--- config.mk ---
export PLATFORM = sky130hd
export DESIGN_NAME = s3g_rx_pkt
export DESIGN_NICKNAME = d
export VERILOG_FILES = /design/src/rtl/s3g_pkg.sv /design/src/rtl/s3g_rx_ram.sv /design/src/rtl/s3g_rx_pkt.sv
export SDC_FILE = /design/constraint.sdc
export NUM_CORES = 1
export LEC_CHECK = 0
export CELL_PAD_IN_SITES_DETAIL_PLACEMENT = 0
export CELL_PAD_IN_SITES_GLOBAL_PLACEMENT = 2
export CORE_MARGIN = 4
export CORE_UTILIZATION = 45
export CTS_BUF_LIST = sky130_fd_sc_hd__clkbuf_4
export DETAILED_ROUTE_END_ITERATION = 10
export GPL_TIMING_DRIVEN = 0
export PLACE_DENSITY_LB_ADDON = 0.1
export SYNTH_ARGS = -nofsm -noshare
export SYNTH_HDL_FRONTEND = slang
export SYNTH_SLANG_ARGS = --single-unit
--- constraint.sdc ---
create_clock -name clk -period 2.8 [get_ports clk]
set_clock_uncertainty 0.1 [all_clocks]
set_input_delay 0.56 -clock clk [delete_from_list [all_inputs] [get_ports clk]]
set_output_delay 0.56 -clock clk [all_outputs]
set_load 0.05 [all_outputs]
--- src/rtl/s3g_pkg.sv ---
// s3g_pkg: shared definitions for the S3G packet receiver.
//   state_t        - receiver FSM state encoding (2 bits)
//   S3G_START      - default packet start marker
//   S3G_CRC_POLY   - reflected CRC8 polynomial (x^8+x^5+x^4+1)
//   crc8_d8()      - folds one byte into a running CRC8
package s3g_pkg;

  typedef enum logic [1:0] {
    S_IDLE = 2'd0,
    S_LEN  = 2'd1,
    S_DATA = 2'd2,
    S_CRC  = 2'd3
  } state_t;

  localparam logic [7:0] S3G_START    = 8'hD5;
  localparam logic [7:0] S3G_CRC_POLY = 8'h8C;

  // Reflected CRC8: the data byte is xored in first, then shifted out LSB first.
  function automatic logic [7:0] crc8_d8(input logic [7:0] data, input logic [7:0] crc);
    logic [7:0] c;
    c = crc ^ data;
    for (int i = 0; i < 8; i++) begin
      c = c[0] ? ((c >> 1) ^ S3G_CRC_POLY) : (c >> 1);
    end
    return c;
  endfunction

endpackage

--- src/rtl/s3g_rx_ram.sv ---
// s3g_rx_ram: payload buffer, one write port and one registered read port.
//   clk      in   system clock
//   rst      in   synchronous active-high reset (read register only)
//   we       in   write enable
//   wr_addr  in   write address
//   wr_data  in   write data
//   rd_addr  in   read address
//   rd_data  out  mem[rd_addr], one cycle later
module s3g_rx_ram #(
  parameter int DEPTH  = 32,
  parameter int ADDR_W = 5
) (
  input  logic              clk,
  input  logic              rst,
  input  logic              we,
  input  logic [ADDR_W-1:0] wr_addr,
  input  logic [7:0]        wr_data,
  input  logic [ADDR_W-1:0] rd_addr,
  output logic [7:0]        rd_data
);

  logic [7:0] r_mem [DEPTH];

  always_ff @(posedge clk) begin
    if (we) r_mem[wr_addr] <= wr_data;
  end

  // Addresses beyond DEPTH keep the previous read value rather than reading
  // outside the array.
  always_ff @(posedge clk) begin
    if (rst) rd_data <= 8'd0;
    else if (32'(rd_addr) < DEPTH) rd_data <= r_mem[rd_addr];
  end

endmodule

--- src/rtl/s3g_rx_pkt.sv ---
// s3g_rx_pkt: frames S3G packets (START, LEN, LEN payload bytes, CRC8) from
// the UART byte stream, buffers the payload and holds each good packet until
// the host acknowledges it.
// Optional build macro S3G_RX_TIMEOUT_EN: abort a packet after TIMEOUT_CYC
// idle clocks between bytes.
//   clk/rst        clock, synchronous active-high reset
//   rx_data/rx_done  received byte and its single-cycle strobe
//   buffer_addr    payload read address
//   buffer_data    payload byte, 1-cycle read latency
//   buffer_len     payload length of the held packet
//   buffer_valid   a good packet is held
//   packet_ack     host releases the held packet
//   packet_done    1-cycle pulse on a good packet
//   packet_error   1-cycle pulse on CRC, length or timeout error
//   overrun        sticky: START seen while a packet was held
module s3g_rx_pkt
  import s3g_pkg::*;
#(
  parameter int         MAX_LEN     = 32,
  parameter int         ADDR_W      = 5,
  parameter logic [7:0] START_BYTE  = S3G_START,
  parameter int         TIMEOUT_CYC = 500000
) (
  input  logic              clk,
  input  logic              rst,
  input  logic [7:0]        rx_data,
  input  logic              rx_done,
  input  logic [ADDR_W-1:0] buffer_addr,
  output logic [7:0]        buffer_data,
  output logic [7:0]        buffer_len,
  output logic              buffer_valid,
  input  logic              packet_ack,
  output logic              packet_done,
  output logic              packet_error,
  output logic              overrun
);

  state_t            r_state, w_state_nxt;
  logic [7:0]        r_len, r_byte_cnt, r_crc, r_buffer_len;
  logic [ADDR_W-1:0] r_wr_ptr;
  logic              r_buffer_valid, r_overrun, r_done, r_error;
  logic              w_ack, w_start, w_len_ok, w_len_ld, w_data_byte, w_wr_en;
  logic              w_accept, w_error, w_overrun_set, w_timeout;

  assign w_ack       = packet_ack & r_buffer_valid;
  assign w_start     = rx_done & (rx_data == START_BYTE);
  assign w_len_ok    = (rx_data != 8'd0) && (32'(rx_data) <= MAX_LEN);
  assign w_data_byte = rx_done & (r_state == S_DATA);
  // The held packet is never overwritten, even if the FSM were somehow in S_DATA.
  assign w_wr_en     = w_data_byte & ~r_buffer_valid;

`ifdef S3G_RX_TIMEOUT_EN
  localparam int TO_W = $clog2(TIMEOUT_CYC + 1);
  logic [TO_W-1:0] r_to_cnt;

  always_ff @(posedge clk) begin
    if (rst || rx_done || r_state == S_IDLE) r_to_cnt <= '0;
    else if (r_to_cnt != TO_W'(TIMEOUT_CYC - 1)) r_to_cnt <= r_to_cnt + TO_W'(1);
  end

  assign w_timeout = (r_state != S_IDLE) && !rx_done && (r_to_cnt == TO_W'(TIMEOUT_CYC - 1));
`else
  assign w_timeout = 1'b0;
`endif

  always_comb begin
    w_state_nxt   = r_state;
    w_len_ld      = 1'b0;
    w_accept      = 1'b0;
    w_error       = 1'b0;
    w_overrun_set = 1'b0;
    case (r_state)
      S_IDLE: begin
        // An ack in the same cycle frees the buffer, so the new packet is taken.
        if (w_start) begin
          if (r_buffer_valid && !w_ack) w_overrun_set = 1'b1;
          else                          w_state_nxt   = S_LEN;
        end
      end
      S_LEN: begin
        if (rx_done) begin
          if (w_len_ok) begin
            w_len_ld    = 1'b1;
            w_state_nxt = S_DATA;
          end else begin
            w_error     = 1'b1;
            w_state_nxt = S_IDLE;
          end
        end
      end
      S_DATA: begin
        if (rx_done && r_byte_cnt == 8'd1) w_state_nxt = S_CRC;
      end
      S_CRC: begin
        if (rx_done) begin
          if (rx_data == r_crc) w_accept = 1'b1;
          else                  w_error  = 1'b1;
          w_state_nxt = S_IDLE;
        end
      end
      default: w_state_nxt = S_IDLE;
    endcase
    if (w_timeout) begin
      w_error     = 1'b1;
      w_state_nxt = S_IDLE;
    end
  end

  always_ff @(posedge clk) begin
    if (rst) r_state <= S_IDLE;
    else     r_state <= w_state_nxt;
  end

  always_ff @(posedge clk) begin
    if (rst) begin
      r_len          <= 8'd0;
      r_byte_cnt     <= 8'd0;
      r_crc          <= 8'd0;
      r_wr_ptr       <= '0;
      r_buffer_len   <= 8'd0;
      r_buffer_valid <= 1'b0;
      r_overrun      <= 1'b0;
      r_done         <= 1'b0;
      r_error        <= 1'b0;
    end else begin
      r_done  <= w_accept;
      r_error <= w_error;
      if (w_len_ld) begin
        r_len      <= rx_data;
        r_byte_cnt <= rx_data;
        r_crc      <= 8'd0;
        r_wr_ptr   <= '0;
      end else if (w_data_byte) begin
        r_wr_ptr   <= r_wr_ptr + ADDR_W'(1);
        r_crc      <= crc8_d8(rx_data, r_crc);
        r_byte_cnt <= r_byte_cnt - 8'd1;
      end
      if (w_accept) begin
        r_buffer_valid <= 1'b1;
        r_buffer_len   <= r_len;
      end else if (w_ack) begin
        r_buffer_valid <= 1'b0;
      end
      if (w_ack)              r_overrun <= 1'b0;
      else if (w_overrun_set) r_overrun <= 1'b1;
    end
  end

  s3g_rx_ram #(
    .DEPTH  (MAX_LEN),
    .ADDR_W (ADDR_W)
  ) u_ram (
    .clk     (clk),
    .rst     (rst),
    .we      (w_wr_en),
    .wr_addr (r_wr_ptr),
    .wr_data (rx_data),
    .rd_addr (buffer_addr),
    .rd_data (buffer_data)
  );

  assign buffer_len   = r_buffer_len;
  assign buffer_valid = r_buffer_valid;
  assign packet_done  = r_done;
  assign packet_error = r_error;
  assign overrun      = r_overrun;

endmodule

Yosys cells after proc, flatten, opt, wreduce, memory -nomap -nowiden
Memory sizes are Yosys's and may differ from the RTL's. A register that Yosys moved wholly into a read port is not among the register bits.
Cells that the tools add are included.
{"block": "totals", "reg_bits": 43, "ramBits": 256, "input_bits": 17, "out_inout_bits": 20, "wordCells": 85, "n_memories": 1}
{"name": "u_ram.r_mem", "depth": 32, "width": 8, "rd": 1, "rd_ports_with_merged_regs": 1, "write_ports": 1, "line": "s3g_rx_ram.sv:22", "text": "logic [7:0] r_mem [DEPTH];"}
{"block": "op_classes", "add_sub_neg": 2, "n_lt_le_gt_ge": 1, "eq_ne": 11, "n_mux": 35, "bitwise": 14, "reduce_logical": 11}
{"cell": "$mux W8", "n": 10}
{"cell": "$not A2 Y3", "n": 8}
{"cell": "$mux W1", "n": 17}
{"cell": "$mux W2", "n": 6}
{"cell": "$eq A8 B1 Y1 const B", "n": 1}
{"cell": "$eq A8 B8 Y1", "n": 1}
{"cell": "$eq A8 B8 Y1 const B", "n": 1}
{"cell": "$le A8 B6 Y1 const B", "n": 1}
{"cell": "$ne A2 B2 Y1 const B", "n": 4}
{"cell": "$pmux W2 S4", "n": 1}
{"cell": "$reduce_bool A8 Y1", "n": 1}
{"cell": "$sub A8 B1 Y8 const B", "n": 1}
{"cell": "$xor A8 B8 Y8", "n": 1}
{"cell": "$add A5 B1 Y5 const B", "n": 1}
{"cell": "$reduce_and A5 Y1", "n": 1}
{"cell": "$and A1 B1 Y1", "n": 4}
{"cell": "$eq A2 B2 Y1 const B", "n": 2}
{"cell": "$reduce_bool A2 Y1", "n": 2}
{"cell": "$reduce_or A2 Y1", "n": 2}
{"cell": "$logic_and A1 B1 Y1", "n": 3}
{"cell": "$eq A2 B1 Y1 const B", "n": 1}
{"cell": "$logic_not A2 Y1", "n": 1}
{"cell": "$ne A2 B1 Y1 const B", "n": 1}
{"cell": "$pmux W1 S2", "n": 1}
{"cell": "2 further kinds", "n": 2}

Depth between registers and ports, before layout
Gate-level depths: netlist of run 1.
{"block": "logic_depth", "ltp_word": 17, "mapped_depth": 8, "mapped_depth_nobuf": 6}

By module
Synthesis of run 1 repeated with hierarchy kept, for this count alone.
{"block": "hier_totals", "hier_cells": 693, "hier_area_um2": 12446.9}
{"module": "s3g_rx_ram", "instances": 1, "cells_each": 472, "area_per_inst_um2": 10387.5}
{"module": "s3g_rx_pkt", "instances": 1, "cells_each": 221, "area_per_inst_um2": 2059.5}

Least setup slack after synthesis of run 1
Ideal clock, no wire load.
{"block": "synth_path", "path_type": "input-to-reg", "startpoint": "in rx_data[0]", "endpoint": "reg r_crc[5]", "setup_ps": 139, "arrival_time_ps": 2172, "required_time_ps": 2561, "path_slack_ps": 389, "cell_stages": 6, "n_path_buf": 1, "path_cell_list": "or4_1 o21a_1 or4_4 nand2_1 buf_2 a211oi_1"}
{"block": "synth_via", "elab_chain_cells": 6}
{"element": "from (decl)", "line": "s3g_rx_pkt.sv:26", "text": "input logic [7:0] rx_data,"}
{"element": "$le A8 B6 Y1 or $reduce_bool A8 Y1 (tied branches)", "line": "s3g_rx_pkt.sv:47", "text": "assign w_len_ok = (rx_data != 8'd0) && (32'(rx_data) <= MAX_LEN);"}
{"element": "$logic_and A1 B1 Y1 *", "line": "s3g_rx_pkt.sv:47"}
{"element": "$mux W1 *", "line": "s3g_rx_pkt.sv:82", "text": "if (w_len_ok) begin"}
{"element": "$mux W1 *", "line": "s3g_rx_pkt.sv:81", "text": "if (rx_done) begin"}
{"element": "$mux W1 *", "line": "s3g_rx_pkt.sv:72", "text": "case (r_state)"}
{"element": "$reduce_or A2 Y1 (no source line) *"}
{"element": "to (signal assigned)", "line": "s3g_rx_pkt.sv:135", "text": "r_crc <= crc8_d8(rx_data, r_crc);"}
{"element": "to (decl)", "line": "s3g_rx_pkt.sv:39", "text": "logic [7:0] r_len, r_byte_cnt, r_crc, r_buffer_len;"}
Every way passes the cells marked *; elsewhere a longest branch is shown, timed or not.
A chain may end at the register's enable or synchronous reset.

==> impl_metrics.csv, run 1 <==
group,metric,value,unit
final_layout,fin_area,14010,µm²
cts,cts_max_path_buffers,3,
final_layout,drive_gt1_share,29.31,%
critical_path,startpoint_type,"input pin",
critical_path,required,3.24,ns
synthesis,syn-num-nets,716,
final_layout,final_util,53.32,%
cts,h-tree-depth,3,
critical_path,rr_endpoint,"u_ram.r_mem[19][0]",
critical_path,max_stage_delay,0.62,ns
sta,worst_pin_slew,0.8956,ns
global_routing,grt_util_all_layers,19.49,%
global_routing,antenna_found_initial,1,
cts,hold_buffers,0,
floorplanning,initial_utilization,46.08,%
final_layout,fin_nets,832,
cts,root_buffer,"clkbuf_4",
floorplanning,pin_count,37,
sta,slew_headroom,40.08,%
global_routing,grt_pass1_vias,7366,
cts,cts_made_buffers,81,
critical_path,crit_chain,"clkdlybuf4s50_1, buf_1, clkbuf_1, mux2i_1, a22o_1, nor4_1",
sta,min_period,2.701,ns
floorplanning,num_rows,59,
final_layout,layout_common_cells,"edfxtp_1 (256), clkbuf_4 (119), mux4_2 (52)",
route,drt_iter0_drc,507,
sta,rsz0062_at_grt,"false",
synthesis,synth_seq_cells,307,
synthesis,ys_seq_area_share,71.92,%
sta,whs,0.3979,ns
floorplanning,dieArea,29600,µm²
synthesis,syn_area_per_cell,17.47,µm²
floorplanning,die_h,172.0,µm
synthesis,synthFlopType,"edfxtp_1",
route,route.detailed.drc,0,
hold_path,min_path_type,"reg2reg",
route,wl,27.93,mm
critical_path,crit_end,"u_ram.rd_data[5]",
sta,fmax,370.2,MHz
route,route.met2.wl,13.97,mm
synthesis,synth-warning-count,0,
power_and_ir_drop,peakVddDrop,0.3470,mV
route,via_count,6751,
placement,io_buffers,33,
hold_path,min-delay-start,"r_len[5]",
cts,cts.sinks,307,
route,wl_met3,1.490,mm
cts,cts_setup_buffers,0,
critical_path,cp_slowest_cell,"clkdlybuf4s50_1",
critical_path,crit_family,"buffers and inverters",
final_layout,final_common_cell,"edfxtp_1",
placement,post_dp_cell_area,12840,µm²
cts,clk_pin_slew,0.06,ns
floorplanning,chipWidth,172.0,µm
critical_path,path_class,"in2reg",
cts,worstSkewPairLatency,0.66,ns
global_routing,grt_pass1_wl,42.67,mm
route,ant_nets,0,
outcome,status,"completed",
cts,tritoncts,"done",
route,highest_layer,"met4",
critical_path,crit_fanout,10,
critical_path,reg2reg_slack,0.21,ns
floorplanning,core_area,26280,µm²
sta,setup_violations,0,
critical_path,end_kind,"flop",
synthesis,synth_edf_count,256,
power_and_ir_drop,power_density,667.2,nW/µm²
sta,finalHoldViolCount,0,
synthesis,async_reset_ff_share,0,%
route,post_drt_via_cell_ratio,5.598,
critical_path,reg2reg_depth,4,
route,met1_length,11.69,mm
global_routing,globalRouteOverflowTotal,0,
synthesis,yosysUniqueCellTypes,48,
flow_run,max_cap_violations,0,
global_routing,grt_max_degree,39,
critical_path,crit_cells,6,
critical_path,critPathLaunch,"buffer_addr[0]",
power_and_ir_drop,p_total,0.009350,W
route,routedWlPerCell,23.16,µm
route,first_pass_iters,5,
placement,dp_hpwl,17.54,mm
synthesis,synth_area,12110,µm²
sta,report.final.slew_viol_count,0,
final_layout,area_growth,15.73,%
critical_path,cp.arrival,3.14,ns
critical_path,path_buf_inv,3,
power_and_ir_drop,p_leak,4.686,nW
placement,globalplace.congestion,0.7809,
sta,min_period_over_period,96.47,%
synthesis,synthCells,693,
## report_power, final
group          internal, W  switching (W)  total, W
clock network      0.00214        0.00177   0.00391
registers          0.00495     0.00000278   0.00495
logic             0.000182       0.000305  0.000487
## layout make-up
| type | instances | area, µm² |
|---|---|---|
| Antenna cell | 1 | 2.502 |
| Buffer | 32 | 146.4 |
| Clock buffer | 119 | 893.4 |
| Clock inverter | 25 | 156.4 |
| Fill cell | 2149 | 12270 |
| Inverter | 8 | 30.03 |
| Multi-Input combinational cell | 346 | 3354 |
| Sequential cell | 307 | 8708 |
| Tap cell | 335 | 419.2 |
| Timing Repair Buffer | 33 | 302.8 |
## per-stage QoR
stage | TNS (ns) | setup slack [ns] | std cells
floorplan | 0 | 0.3887 | 693
global placement | -269.66 | -1.425 | 1061
detailed placement | -287.63 | -1.512 | 1061
CTS | 0 | 0.06169 | 1205
global route | 0 | 0.01217 | 1206
finish | 0 | 0.09888 | 1206
## worst register-to-register path, cell delays in order, from the launching register on
cell and delay (ns):
dfxtp_1 0.42, and3b_1 0.18, clkbuf_1 0.27, nand2_1 0.41, nor2_1 0.82
## sequential cells by signal (all words and copies together) (netlist names), named ones only
| register | count |
|---|---|
| u_ram.r_mem | 256 |
| buffer_len | 8 |
| r_byte_cnt | 8 |
| r_crc | 8 |
| r_len | 8 |
| u_ram.rd_data | 8 |
| r_wr_ptr | 5 |
| buffer_valid | 1 |
| overrun | 1 |
| packet_done | 1 |
| packet_error | 1 |
| r_state | 1 |
## routing by layer
layer | track usage [%] | vias up
li1 | - | 3025
met1 | 24.95 | 3443
met2 | 32.39 | 230
met3 | 4.344 | 53
met4 | 8.134 | 0
met5 | 0 | -
## kinds of logic after synthesis
kind of cell	synth area share (%)
AND/OR/NAND/NOR	5.497
flip-flops	71.92
AO/OA/AOI/OAI	3.772
multiplexers	14.42
adder cells (fa/ha/maj)	0.6199
XOR/XNOR	2.335
buffers and inverters	1.436
## how the worst min path moves through the flow
stage | end | cells after the start | slack [ns]
after floorplan | buffer_len[6] | 2 | 0.35
after global placement | r_len[6] | 1 | 0.37
after detailed placement | buffer_len[5] | 2 | 0.39
after CTS | overrun | 2 | 0.35
after global routing | overrun | 2 | 0.40
final | buffer_len[5] | 2 | 0.40
## Yosys cell counts, drive strengths merged (2+ instances only)
master	instances	area, µm²
nand3	4	20.02
buf	20	98.84
nand4	3	18.77
nand4b	3	26.28
or4	2	18.77
mux2i	35	350.3
mux4	52	1171
inv	8	30.03
a211oi	19	142.6
xnor2	23	201.4
nor2b	13	81.33
ha	6	75.07
edfxtp	256	7687
a22o	4	35.03
and3	3	18.77
nor2	73	274.0
o22ai	12	75.07
nor4	7	43.79
a221o	4	40.04
or3	3	18.77
a221oi	4	35.03
nor3	3	15.01
dfxtp	51	1021
xor2	4	35.03
mux2	20	225.2
nand2	19	71.32
nand2b	3	18.77
clkbuf	12	45.04
and4	2	17.52
o21ai	6	30.03
a21oi	6	33.78
## what timing repair did
action | CTS | global route
resized for setup | 53 | 4
setup endpoints to repair | 233 | 10
hold endpoints to repair | 0 | 0
Power figures use the tool's default switching activity.
==> inputs of run 2 (changes only) <==
--- a/config.mk
+++ b/config.mk
@@ -5,6 +5,7 @@
 export SDC_FILE = /design/constraint.sdc
 export NUM_CORES = 1
 export LEC_CHECK = 0
+export CAP_MARGIN = 20
 export CELL_PAD_IN_SITES_DETAIL_PLACEMENT = 0
 export CELL_PAD_IN_SITES_GLOBAL_PLACEMENT = 2
 export CORE_MARGIN = 4
==> impl_metrics.csv, run 2 (synthesized netlist as in run 1, its figures left out) <==
group,metric,value,unit
global_routing,globalRouteOverflowTotal,0,
global_routing,antenna_found_initial,1,
critical_path,path_class,"in2reg",
critical_path,crit_chain,"clkdlybuf4s50_1, and3b_1, clkbuf_1, nand2_1, nor2_1",
cts,cts_max_path_buffers,3,
floorplanning,chipWidth,172.0,µm
sta,fmax,369.7,MHz
hold_path,min_path_type,"in2reg",
critical_path,rr_endpoint,"u_ram.r_mem[11][5]",
final_layout,drive_gt1_share,29.34,%
global_routing,grt_pass1_vias,7248,
sta,finalHoldViolCount,0,
route,post_drt_via_cell_ratio,5.526,
sta,min_period,2.705,ns
route,wl,27.87,mm
critical_path,path_buf_inv,2,
cts,hold_buffers,0,
final_layout,fin_nets,834,
sta,worst_pin_slew,0.8767,ns
critical_path,required,3.00,ns
critical_path,crit_cells,5,
cts,h-tree-depth,3,
critical_path,max_stage_delay,0.80,ns
power_and_ir_drop,peakVddDrop,0.2774,mV
floorplanning,die_h,172.0,µm
cts,cts.sinks,307,
route,route.detailed.drc,0,
placement,io_buffers,33,
critical_path,startpoint_type,"input pin",
floorplanning,pin_count,37,
power_and_ir_drop,p_leak,4.707,nW
critical_path,end_kind,"flop",
sta,layout_setup_ws,0.09477,ns
critical_path,crit_end,"u_ram.r_mem[11][5]",
route,first_pass_iters,4,
final_layout,n_fill_cell,2147,
critical_path,cp_slowest_cell,"nor2_1",
flow_run,max_cap_violations,0,
critical_path,critPathLaunch,"rx_done",
cts,cts_setup_buffers,0,
route,ant_nets,0,
placement,place_inst,1065,
route,drt_iter0_drc,473,
final_layout,final_common_cell,"edfxtp_1",
critical_path,reg2reg_depth,4,
cts,root_buffer,"clkbuf_4",
outcome,status,"completed",
placement,place_ws,-1.169,ns
power_and_ir_drop,power_density,653.8,nW/µm²
final_layout,area_growth,16.19,%
final_layout,final_cells,1212,
critical_path,crit_fanout,9,
sta,setup_violations,0,
final_layout,seq_area,8708,µm²
final_layout,layout_common_cells,"edfxtp_1 (256), clkbuf_4 (117), mux4_2 (52)",
cts,worstSkewPairLatency,0.69,ns
power_and_ir_drop,p_total,0.009199,W
cts,cts_made_buffers,79,
cts,clk_pin_slew,0.07,ns
final_layout,multi_input_area,3364,µm²
placement,globalplace.congestion,0.7809,
critical_path,crit_family,"simple AND/OR/NAND/NOR gates",
sta,min_period_over_period,96.62,%
placement,dp_hpwl,18.02,mm
floorplanning,initial_utilization,46.08,%
global_routing,grt_pass1_wl,42.23,mm
floorplanning,dieArea,29600,µm²
floorplanning,core_area,26280,µm²
global_routing,grt_max_degree,39,
route,routedWlPerCell,22.99,µm
sta,slew_headroom,41.46,%
route,via_count,6698,
floorplanning,num_rows,59,
critical_path,cp.arrival,2.91,ns
final_layout,top_register,"u_ram.r_mem",
sta,rsz0062_at_grt,"false",
critical_path,reg2reg_slack,0.19,ns
final_layout,largest_reg_flops,256,
cts,tritoncts,"done",
sta,report.final.slew_viol_count,0,
global_routing,grt_util_all_layers,19.43,%
## run 2: cell count changes in the layout (fill, tap and decap cells not counted), sizes merged
cell | before | now
bufinv | 2 | 0
clkdlybuf4s50 | 25 | 26
clkdlybuf4s15 | 2 | 0
dlygate4sd2 | 0 | 1
clkinvlp | 1 | 3
clkbuf | 131 | 129
clkinv | 19 | 24
buf | 26 | 29
inv | 11 | 10
dlymetal6s2s | 0 | 1
## run 2: worst min path at each step
| stage | slack (ns) | cells after the start | startpoint | to |
|---|---|---|---|---|
| 2_1_floorplan | 0.35 | 2 | r_len[6] | buffer_len[6] |
| 3_3_place_gp | 0.37 | 1 | r_len[6] | r_len[6] |
| 3_5_place_dp | 0.39 | 1 | r_len[7] | r_len[7] |
| 4_1_cts | 0.37 | 2 | packet_ack | overrun |
| 5_1_grt | 0.22 | 1 | rx_data[0] | u_ram.r_mem[13][0] |
| 6_report | 0.27 | 1 | rx_data[0] | u_ram.r_mem[15][0] |
## run 2: cell type report
class / instances / area share [%]
Timing Repair Buffer: 37 / 2.783
Sequential cell: 307 / 61.89
Tap cell: 335 / 2.979
Clock buffer: 117 / 6.243
Clock inverter: 29 / 0.9160
Multi-Input combinational cell: 346 / 23.91
Buffer: 32 / 1.040
Inverter: 8 / 0.2134
Antenna cell: 1 / 0.01779
## run 2: where the power goes
| part | switching (W) | total (W) | internal, W |
|---|---|---|---|
| sequential | 0.00000277 | 0.00495 | 0.00495 |
| clock | 0.00181 | 0.00375 | 0.00193 |
| combinational | 0.000306 | 0.000501 | 0.000195 |
## run 2: timing repair
item,CTS,global route
endpoints found under the hold margin,0,0
resized for setup,46,5
pin swaps,0,0
setup endpoints to repair,223,13
## run 2: layer usage
layer / global-route usage [%] / routed length [µm] / vias to the layer above
li1: - / - / 3031
met1: 24.90 / 11600 / 3426
met2: 32.85 / 14260 / 200
met3: 4.230 / 1409 / 41
met4: 7.075 / 602 / 0
met5: 0 / 0 / -
## run 2: metrics by stage
stage | cell area [µm²] | TNS (ns) | utilization (%) | hold slack (ns)
floorplan | 12110 | 0 | - | 0.3516
global placement | 12860 | -269.66 | 48.93 | 0.3692
detailed placement | 12920 | -269.93 | 49.18 | 0.3858
CTS | 14070 | 0 | 53.52 | 0.3702
global route | 14070 | 0 | 53.54 | 0.2237
finish | 14070 | 0 | 53.54 | 0.2707
==> inputs of run 3 (changes only) <==
==> constraint.sdc (replaced) <==
create_clock -name clk -period 3.14 [get_ports clk]
set_clock_uncertainty 0.1 [all_clocks]
set_input_delay 0.471 -clock clk [delete_from_list [all_inputs] [get_ports clk]]
set_output_delay 0.471 -clock clk [all_outputs]
set_load 0.05 [all_outputs]
==> impl_metrics.csv, run 3 (synthesized netlist as in run 1, its figures left out) <==
group,metric,value,unit
final_layout,top_register,"u_ram.r_mem",
placement,globalplace.congestion,0.7809,
critical_path,cp_slowest_cell,"nor2_1",
global_routing,globalRouteOverflowTotal,0,
power_and_ir_drop,peakVddDrop,0.2476,mV
final_layout,n_fill_cell,2162,
critical_path,end_kind,"flop",
critical_path,max_stage_delay,0.76,ns
floorplanning,core_area,26280,µm²
floorplanning,initial_utilization,46.08,%
cts,cts_made_buffers,79,
power_and_ir_drop,pwr-share-seq,53.9,%
sta,report.final.slew_viol_count,0,
final_layout,area_growth,15.47,%
sta,slew_headroom,38.14,%
sta,min_period,3.127,ns
critical_path,path_class,"in2reg",
cts,tritoncts,"done",
cts,cts_setup_buffers,0,
final_layout,fin_nets,834,
sta,rsz0062_at_grt,"true",
hold_path,min_path_type,"in2reg",
power_and_ir_drop,power.share.clock,40.7,%
sta,tns,0,ns
critical_path,startpoint_type,"input pin",
cts,worstSkewPairLatency,0.68,ns
route,routedWlPerCell,23.02,µm
sta,worst_pin_slew,0.9279,ns
placement,io_buffers,33,
sta,min_period_over_period,99.58,%
power_and_ir_drop,switching_share,23.00,%
floorplanning,num_rows,59,
sta,setup_violations,0,
power_and_ir_drop,p_sw,0.001885,W
placement,dp_hpwl,18.02,mm
critical_path,required,3.33,ns
critical_path,reg2reg_slack,0.01,ns
route,drt_iter0_drc,421,
critical_path,cp_common_cell,"clkbuf_1",
route,route.detailed.drc,0,
route,first_pass_iters,4,
route,via_count,6659,
cts,clk_pin_slew,0.06,ns
critical_path,rr_endpoint,"u_ram.r_mem[25][2]",
route,post_drt_via_cell_ratio,5.494,
power_and_ir_drop,power_density,586.4,nW/µm²
floorplanning,pin_count,37,
outcome,status,"completed",
sta,finalHoldViolCount,0,
cts,h-tree-depth,3,
floorplanning,die_h,172.0,µm
flow_run,max_cap_violations,0,
route,ant_nets,0,
sta,fmax,319.8,MHz
cts,hold_buffers,0,
final_layout,final_util,53.20,%
power_and_ir_drop,p_int,0.006313,W
global_routing,grt_pass1_vias,7210,
hold_path,min-delay-start,"packet_ack",
critical_path,cp.arrival,3.31,ns
global_routing,grt_max_degree,39,
final_layout,layout_common_cells,"edfxtp_1 (256), clkbuf_4 (117), nor2_1 (53)",
hold_path,hold_depth,2,
final_layout,largest_reg_flops,256,
global_routing,grt_pass1_wl,42.04,mm
final_layout,final_common_cell,"edfxtp_1",
cts,cts.sinks,307,
final_layout,drive_gt1_share,27.97,%
hold_path,holdPathEnd,"overrun",
power_and_ir_drop,p_comb_share,5.5,%
critical_path,crit_fanout,10,
cts,root_buffer,"clkbuf_4",
floorplanning,chipWidth,172.0,µm
critical_path,reg2reg_depth,5,
global_routing,grt_util_all_layers,19.35,%
power_and_ir_drop,p_total,0.008199,W
route,wl,27.90,mm
cts,cts_max_path_buffers,3,
global_routing,antenna_found_initial,1,
critical_path,crit_chain,"clkdlybuf4s50_1, and3b_1, clkbuf_1, clkbuf_1, nand2_1, nor2_1",
power_and_ir_drop,p_leak,4.686,nW
floorplanning,dieArea,29600,µm²
[run 3: layout make-up]
cell class | count | area (µm²) | share of cell area (%)
Clock inverter | 29 | 128.9 | 0.9217
Antenna cell | 1 | 2.502 | 0.01790
Timing Repair Buffer | 37 | 394.1 | 2.819
Inverter | 8 | 30.03 | 0.2148
Buffer | 32 | 143.9 | 1.029
Clock buffer | 117 | 878.3 | 6.282
Tap cell | 335 | 419.2 | 2.998
Sequential cell | 307 | 8708 | 62.28
Multi-Input combinational cell | 346 | 3277 | 23.44
[run 3: power by group through the flow]
stage               Sequential (W)  Combinational (W)  Clock, W
global placement           0.00451           0.000440         0
detailed placement         0.00451           0.000455         0
floorplan                  0.00454           0.000220         0
global route               0.00441           0.000478   0.00368
CTS                        0.00442           0.000456   0.00343
finish                     0.00442           0.000448   0.00334
[run 3: how the worst max path moves through the flow]
| stage | startpoint | end | slack, ns | cells past startpoint |
|---|---|---|---|---|
| global placement | rx_data[2] | r_crc[5] | -1.0 | 7 |
| detailed placement | rx_data[0] | r_byte_cnt[7] | -0.74 | 8 |
| global route | flop | u_ram.r_mem[25][2] | -0.17 | 5 |
| floorplan | rx_data[0] | r_crc[5] | 0.82 | 6 |
| CTS | r_state[0] | u_ram.r_mem[1][3] | -0.02 | 5 |
| finish | rx_done | u_ram.r_mem[25][2] | 0.01 | 6 |
[run 3: timing repair]
action	CTS	global route
resized for setup	2	19
setup endpoints to repair	12	150
hold endpoints to repair	0	0
pin swaps	0	0
[run 3: layer usage]
layer	vias up	share of wire, %	GRT usage, %
met4	0	2.0	7.553
met3	35	5.4	4.138
li1	3024	-	-
met1	3408	42	24.84
met5	-	0	0
met2	192	50	32.46
[run 3: critical path: cells and delay by family]
family | cells | cell delay, ns
AND/OR/NAND/NOR | 3 | 1.47
buffers and inverters | 3 | 1.37
[run 3: per-stage QoR]
step                setup WS, ns  std cells  hold slack, ns  instance area, µm²
finish                   0.01327       1212          0.3273               13980
CTS                     -0.01632       1211          0.2812               13930
global route             -0.1739       1212          0.3065               13980
global placement         -0.9959       1061          0.3692               12860
detailed placement       -0.7396       1065          0.3858               12920
floorplan                 0.8177        693          0.3516               12110
==> RTL edit 1: new RTL, flow settings as in run 2 <==
Put one more register stage on the output `overrun`. The value now appears one clock later. The other outputs are not delayed to match.
--- a/src/rtl/s3g_rx_pkt.sv
+++ b/src/rtl/s3g_rx_pkt.sv
@@ -163,7 +163,9 @@
   assign buffer_valid = r_buffer_valid;
   assign packet_done  = r_done;
   assign packet_error = r_error;
-  assign overrun      = r_overrun;
+  always_ff @(posedge clk) begin
+    overrun <= r_overrun;
+  end
 
 endmodule
 
Formal check against the unedited RTL: not equivalent (a bounded check fails within 10 cycles, from zero or initial values and one cycle with rst high).
==> RTL edit 1 against run 2 <==
  * Worst setup slack better by 0.046 ns
  * Sequential share of layout area shrank 0.27 points
  * Synthesized area up 0.17%
  * Core utilization increased by 0.36 points
  * First-iteration DRC count fell by 19%
  * Total power rose by 1.9%
  * Routed wire length rose by 0.10%
  * Count of clock-buffer cells in the layout rose by 2
  * Design area is 0.68% higher
  * Via count hardly changed
  * Combinational power rose by 1%
  * Sequential cell count grew 1
  * Critical path type unchanged
==> RTL edit 1: results (changes against run 2) <==
metric;value;unit;change
total of fill cells in the finished design;2157;;+0.47%
Cell variety after synth;48;;unchanged
min-delay src;r_overrun;;
cell count of the worst reg-to-reg path;4;;unchanged
status;complete, no violations;;
Post-synth ARST share;0;%;unchanged
first-pass GRT wire length;42400;microns;+0.46%
Slowest-stage cell, CP;sky130_fd_sc_hd__nor2_1;;
clock transition at the registers of the reported paths;0.06;ns;
max FFs per register;256;;unchanged
number of post-CTS setup repair buffers;0;;unchanged
static power due to leakage;4.74;nW;+0.69%
antenna violations before repair;1;;unchanged
Met2 Wirelength;13600;microns;-4.6%
mux contribution to synthesized area;14.4;%;-0.024 points
count of input and output buffers;33;;unchanged
net count after synthesis;717;;+0.14%
Pre-Repair DR Iteration Count;4;;unchanged
Routed wire per std cell;22.9;microns;-0.23%
Avg Synthesized Cell Area;17.5;sq um;about the same
path category of the worst min-delay check;register to register;;
Total GRT Usage;19.5;%;+0.091 points
top layer used by detailed routing;met4;;
compound-cell area share of the yosys netlist;3.77;%;-0.0062 points
capture endpoint of the worst hold path;overrun;;
CTS Root Buffer Type;sky130_fd_sc_hd__clkbuf_4;;
arrival time at the worst endpoint;2.85;ns;-0.06 ns
register bank with the most flops;u_ram.r_mem;;
insertion delay of the later-clocked pin in the worst-skew pair;0.68;ns;
endpoint of the most critical register-to-register path;u_ram.r_mem[19][5];;
total number of H-tree levels;3;;unchanged
cts bufs inserted;81;;+2.5%
wire length the detailed router placed on met1;12200;microns;+5.3%
DP Wirelength;17900;microns;-0.82%
worst setup slack for register-to-register paths;0.21;ns;+0.02 ns
via count of the first global-routing pass;7169;;-1.1%
maximum VDD drop;0.000308;V;+11%
DR vias;6694;;-0.060%
final routed wirelength across all metal layers;27900;microns;+0.10%
final weighted congestion in routability-driven placement;0.775;;-0.79%
net total in the final layout;837;;+0.36%
post-placement cell count;1066;;+0.094%
number of warnings printed during yosys synthesis;0;;unchanged
pin count of the biggest net entering global routing;39;;unchanged
commonest cells in the synthesized netlist;256 x sky130_fd_sc_hd__edfxtp_1, 73 x sky130_fd_sc_hd__nor2_1, 52 x sky130_fd_sc_hd__dfxtp_1, 52 x sky130_fd_sc_hd__mux4_2, 35 x sky130_fd_sc_hd__mux2i_1;;
setup slack at placement;-1.14;ns;+0.0282 ns
fraction of final layout cells with drive strength greater than 1;29.2;%;-0.13 points
WHS Path Cells;0;;-1
largest cells by area after synthesis;sky130_fd_sc_hd__edfxtp_1 63%, sky130_fd_sc_hd__mux4_2 9.7%, sky130_fd_sc_hd__dfxtp_1 8.6%;;
post-synthesis xor/xnor area fraction;2.33;%;-0.0039 points
share of synthesized cell area in full adder, half adder and majority cells;0.619;%;-0.0010 points
met3 wire len;1200;microns;-15%
largest driver fanout on the critical path;9;;unchanged
number of buffers on the longest clock path;3;;unchanged
initial drt markers;381;;-19%
count of flip-flops with a built-in enable after synthesis;256;;unchanged
slew margin rel.;36.5;%;-5.0 points
post-synthesis sequential area ratio;72.0;%;about the same
largest stage delay on the critical path;0.81;ns;
-- RTL edit 1: layout make-up --
type / instances / area (sq um) / area share (%)
diodes: 1 / 2.50 / 0.0177
well taps: 335 / 419 / 2.96
multi-input cells: 346 / 3380 / 23.9
plain buffers: 32 / 146 / 1.03
repair buffers: 37 / 400 / 2.83
flip-flops and latches: 308 / 8730 / 61.6
clock inverters: 30 / 160 / 1.13
inverters: 8 / 30.0 / 0.212
clock buffers: 119 / 893 / 6.31
-- RTL edit 1: worst max-delay path by stage --
stage / start / endpoint / slack (ns) / cells after the start
final: rx_done / u_ram.r_mem[19][5] / 0.14 / 5
after global routing: rx_done / u_ram.r_mem[19][5] / 0.06 / 5
after CTS: rx_done / u_ram.r_mem[20][0] / -0.22 / 6
after detailed placement: rx_done / u_ram.r_mem[21][6] / -1.14 / 6
after global placement: rx_data[2] / r_crc[5] / -1.39 / 7
after floorplan: rx_data[0] / r_crc[5] / 0.39 / 6
-- RTL edit 1: metrics by stage --
stage          hold WS, ns  instance area [sq um]  util, %  power, mW  setup TNS [ns]
2_1_floorplan        0.231                  12100        -       5.35               0
3_3_place_gp         0.243                  12900     49.0       5.56         -268.88
3_5_place_dp         0.255                  13000     49.3       5.58         -268.66
4_1_cts              0.265                  14100     53.7       9.48          -20.25
5_1_grt              0.262                  14200     53.9       9.78               0
6_report             0.268                  14200     53.9       9.38               0
-- RTL edit 1: cell families (layout without fill, tap and decap cells) --
logic type                 Yosys count  in the layout
DFF                                308            308
and+or+nand+nor                    141            141
muxes                              107            107
AOI/OAI and AO/OA                   63             63
buffers and inverters               40            226
xor gates and xnor gates            29             29
adders and majority gates            6              6
other                                0              1
-- RTL edit 1: repair_timing --
item,in CTS,in global routing
hold buffers,0,0
pin swaps,0,0
gates resized for setup,35,20
setup endpoints to repair,216,213
-- RTL edit 1: where the power goes --
group	internal [mW]	switching (mW)
Clock	2.06	1.84
Combinational	0.197	0.310
Sequential	4.96	0.00287
Total	7.22	2.16
-- RTL edit 1: per-layer routing --
layer	track usage (%)	up-vias
li1	-	3040
met1	25.6	3422
met2	31.9	177
met3	3.96	55
met4	8.51	0
met5	0	-
-- RTL edit 1: critical path, delay by kind of cell --
family	cells	cell delay, ns
buf+inv	2	0.87
simple gates	3	1.41
==> RTL edit 2: new RTL, settings of run 2 <==
Made on the original files. Change the parameter `MAX_LEN` from 32 to 64.
--- a/src/rtl/s3g_rx_pkt.sv
+++ b/src/rtl/s3g_rx_pkt.sv
@@ -16,7 +16,7 @@
 module s3g_rx_pkt
   import s3g_pkg::*;
 #(
-  parameter int         MAX_LEN     = 32,
+  parameter int         MAX_LEN     = 64,
   parameter int         ADDR_W      = 5,
   parameter logic [7:0] START_BYTE  = S3G_START,
   parameter int         TIMEOUT_CYC = 500000
Formal check against the unedited RTL: not equivalent (a bounded check fails within 4 cycles, from zero or initial values and one cycle with rst high).
==> RTL edit 2 against run 2 <==
  * Core utilization is 0.85 points lower
  * Worst setup slack improved by 0.11 ns
  * Total power grew 0.70%
  * Synthesized area is 1.4% higher
  * Routed wire length down 2.4%
  * Register-to-register slack better by 0.08 ns
  * Hold slack gained 0.027 ns
  * Synthesized cell count is 5.9% higher
  * Sequential cell count unchanged
  * Clock power is 2% higher
  * Design area is 0.65% higher
  * Largest power group unchanged
==> RTL edit 2: results (changes against run 2) <==
metric;value;unit;change
Avg Synthesized Cell Area;16.7;sq um;-4.2%
largest cells by area after synthesis;sky130_fd_sc_hd__edfxtp_1 63%, sky130_fd_sc_hd__mux4_2 9.0%, sky130_fd_sc_hd__dfxtp_1 8.3%;;
WHS Path Cells;1;;unchanged
cts bufs inserted;78;;-1.3%
Routed wire per std cell;21.6;microns;-6.1%
DP Wirelength;18100;microns;+0.53%
net load switching power;2.05;mW;-3.4%
routing usage on met3;4.63;%;+0.41 points
Cell Pwr Density;654;nW/um^2;about the same
arrival time at the worst endpoint;2.76;ns;-0.15 ns
net total in the final layout;874;;+4.8%
top layer used by detailed routing;met4;;
met3 wire len;1620;microns;+15%
static power due to leakage;4.72;nW;+0.31%
slew at the pin closest to its max-slew limit;0.884;ns;+0.00693 ns
setup slack at placement;-0.952;ns;+0.217 ns
cell count of the worst reg-to-reg path;5;;+1
largest driver fanout on the critical path;8;;-1
post-synthesis sequential area ratio;70.9;%;-1.0 points
via count of the first global-routing pass;7196;;-0.72%
number of warnings printed during yosys synthesis;0;;unchanged
net count after synthesis;757;;+5.7%
final weighted congestion in routability-driven placement;0.778;;-0.33%
total number of H-tree levels;3;;unchanged
DR vias;6808;;+1.6%
maximum VDD drop;0.000247;V;-11%
fraction of final layout cells with drive strength greater than 1;25.2;%;-4.1 points
pin count of the biggest net entering global routing;38;;-2.6%
status;complete, no violations;;
clock group power;3.81;mW;+2%
commonest cells in the synthesized netlist;256 x sky130_fd_sc_hd__edfxtp_1, 63 x sky130_fd_sc_hd__nor2_1, 51 x sky130_fd_sc_hd__dfxtp_1, 49 x sky130_fd_sc_hd__mux4_2, 34 x sky130_fd_sc_hd__nand2_1;;
Pre-Repair DR Iteration Count;5;;+1
met1 global-route usage;24.5;%;-0.42 points
timing startpoint of the critical path;rx_done;;
non-filler instance count after layout;1259;;+3.9%
Post-Place Cell Area;13100;sq um;+1.3%
initial drt markers;492;;+4.0%
min-delay src;rx_data[6];;
GR Layer Usage met2;29.7;%;-3.1 points
wire length the detailed router placed on met1;11900;microns;+2.4%
insertion delay of the later-clocked pin in the worst-skew pair;0.66;ns;-0.03 ns
count of input and output buffers;33;;unchanged
Met2 Wirelength;13000;microns;-8.6%
number of buffers on the longest clock path;3;;unchanged
max FFs per register;256;;unchanged
reported combinational group power;0.506;mW;+1%
first-pass GRT wire length;41900;microns;-0.82%
Total GRT Usage;18.3;%;-1.1 points
post-placement cell count;1111;;+4.3%
number of post-CTS setup repair buffers;0;;unchanged
Cell variety after synth;50;;+4.2%
## RTL edit 2: changes by cell type in the layout (fill, tap and decap cells not counted), sizes merged, moves of 5 or more
cell,delta
a21oi,+13
buf,+6
clkbuf,+7
nand2,+15
nor2,-10
xnor2,-5
## RTL edit 2: path summary, 6_finish.rpt
path,to,slack [ns]
min reg2reg,r_len[5],0.36
max,u_ram.r_mem[25][6],0.20
min,u_ram.r_mem[1][6],0.30
max reg2reg,u_ram.r_mem[25][6],0.27
## RTL edit 2: layout make-up
| type | count | area [sq um] |
|---|---|---|
| Clock buffer | 121 | 908 |
| Buffer | 42 | 218 |
| Fill cell | 2263 | 12700 |
| Timing Repair Buffer | 37 | 410 |
| Multi-Input combinational cell | 378 | 3330 |
| Tap cell | 341 | 427 |
| Inverter | 7 | 26.3 |
| Antenna cell | 1 | 2.50 |
| Clock inverter | 25 | 131 |
| Sequential cell | 307 | 8710 |
## RTL edit 2: logic make-up after synthesis
kind of cell,after synthesis,synth area share [%]
XOR/XNOR,27,2.04
adder cells (fa/ha/maj),6,0.611
flip-flops,307,70.9
AO/OA/AOI/OAI,84,4.83
multiplexers,97,13.1
buffers and inverters,49,1.99
AND/OR/NAND/NOR,164,6.56
## RTL edit 2: critical path, cell delays in order
cell	delay [ns]
sky130_fd_sc_hd__clkdlybuf4s50_1	0.63
sky130_fd_sc_hd__nand3b_1	0.16
sky130_fd_sc_hd__nor2_1	0.25
sky130_fd_sc_hd__nand2_1	0.36
sky130_fd_sc_hd__nor2_1	0.79
## RTL edit 2: what timing repair did
action / in CTS / in global routing
cloned: 0 / 0
pin swaps: 0 / 0
hold buffers: 0 / 0
gates resized for setup: 2 / 2
setup endpoints to repair: 13 / 30
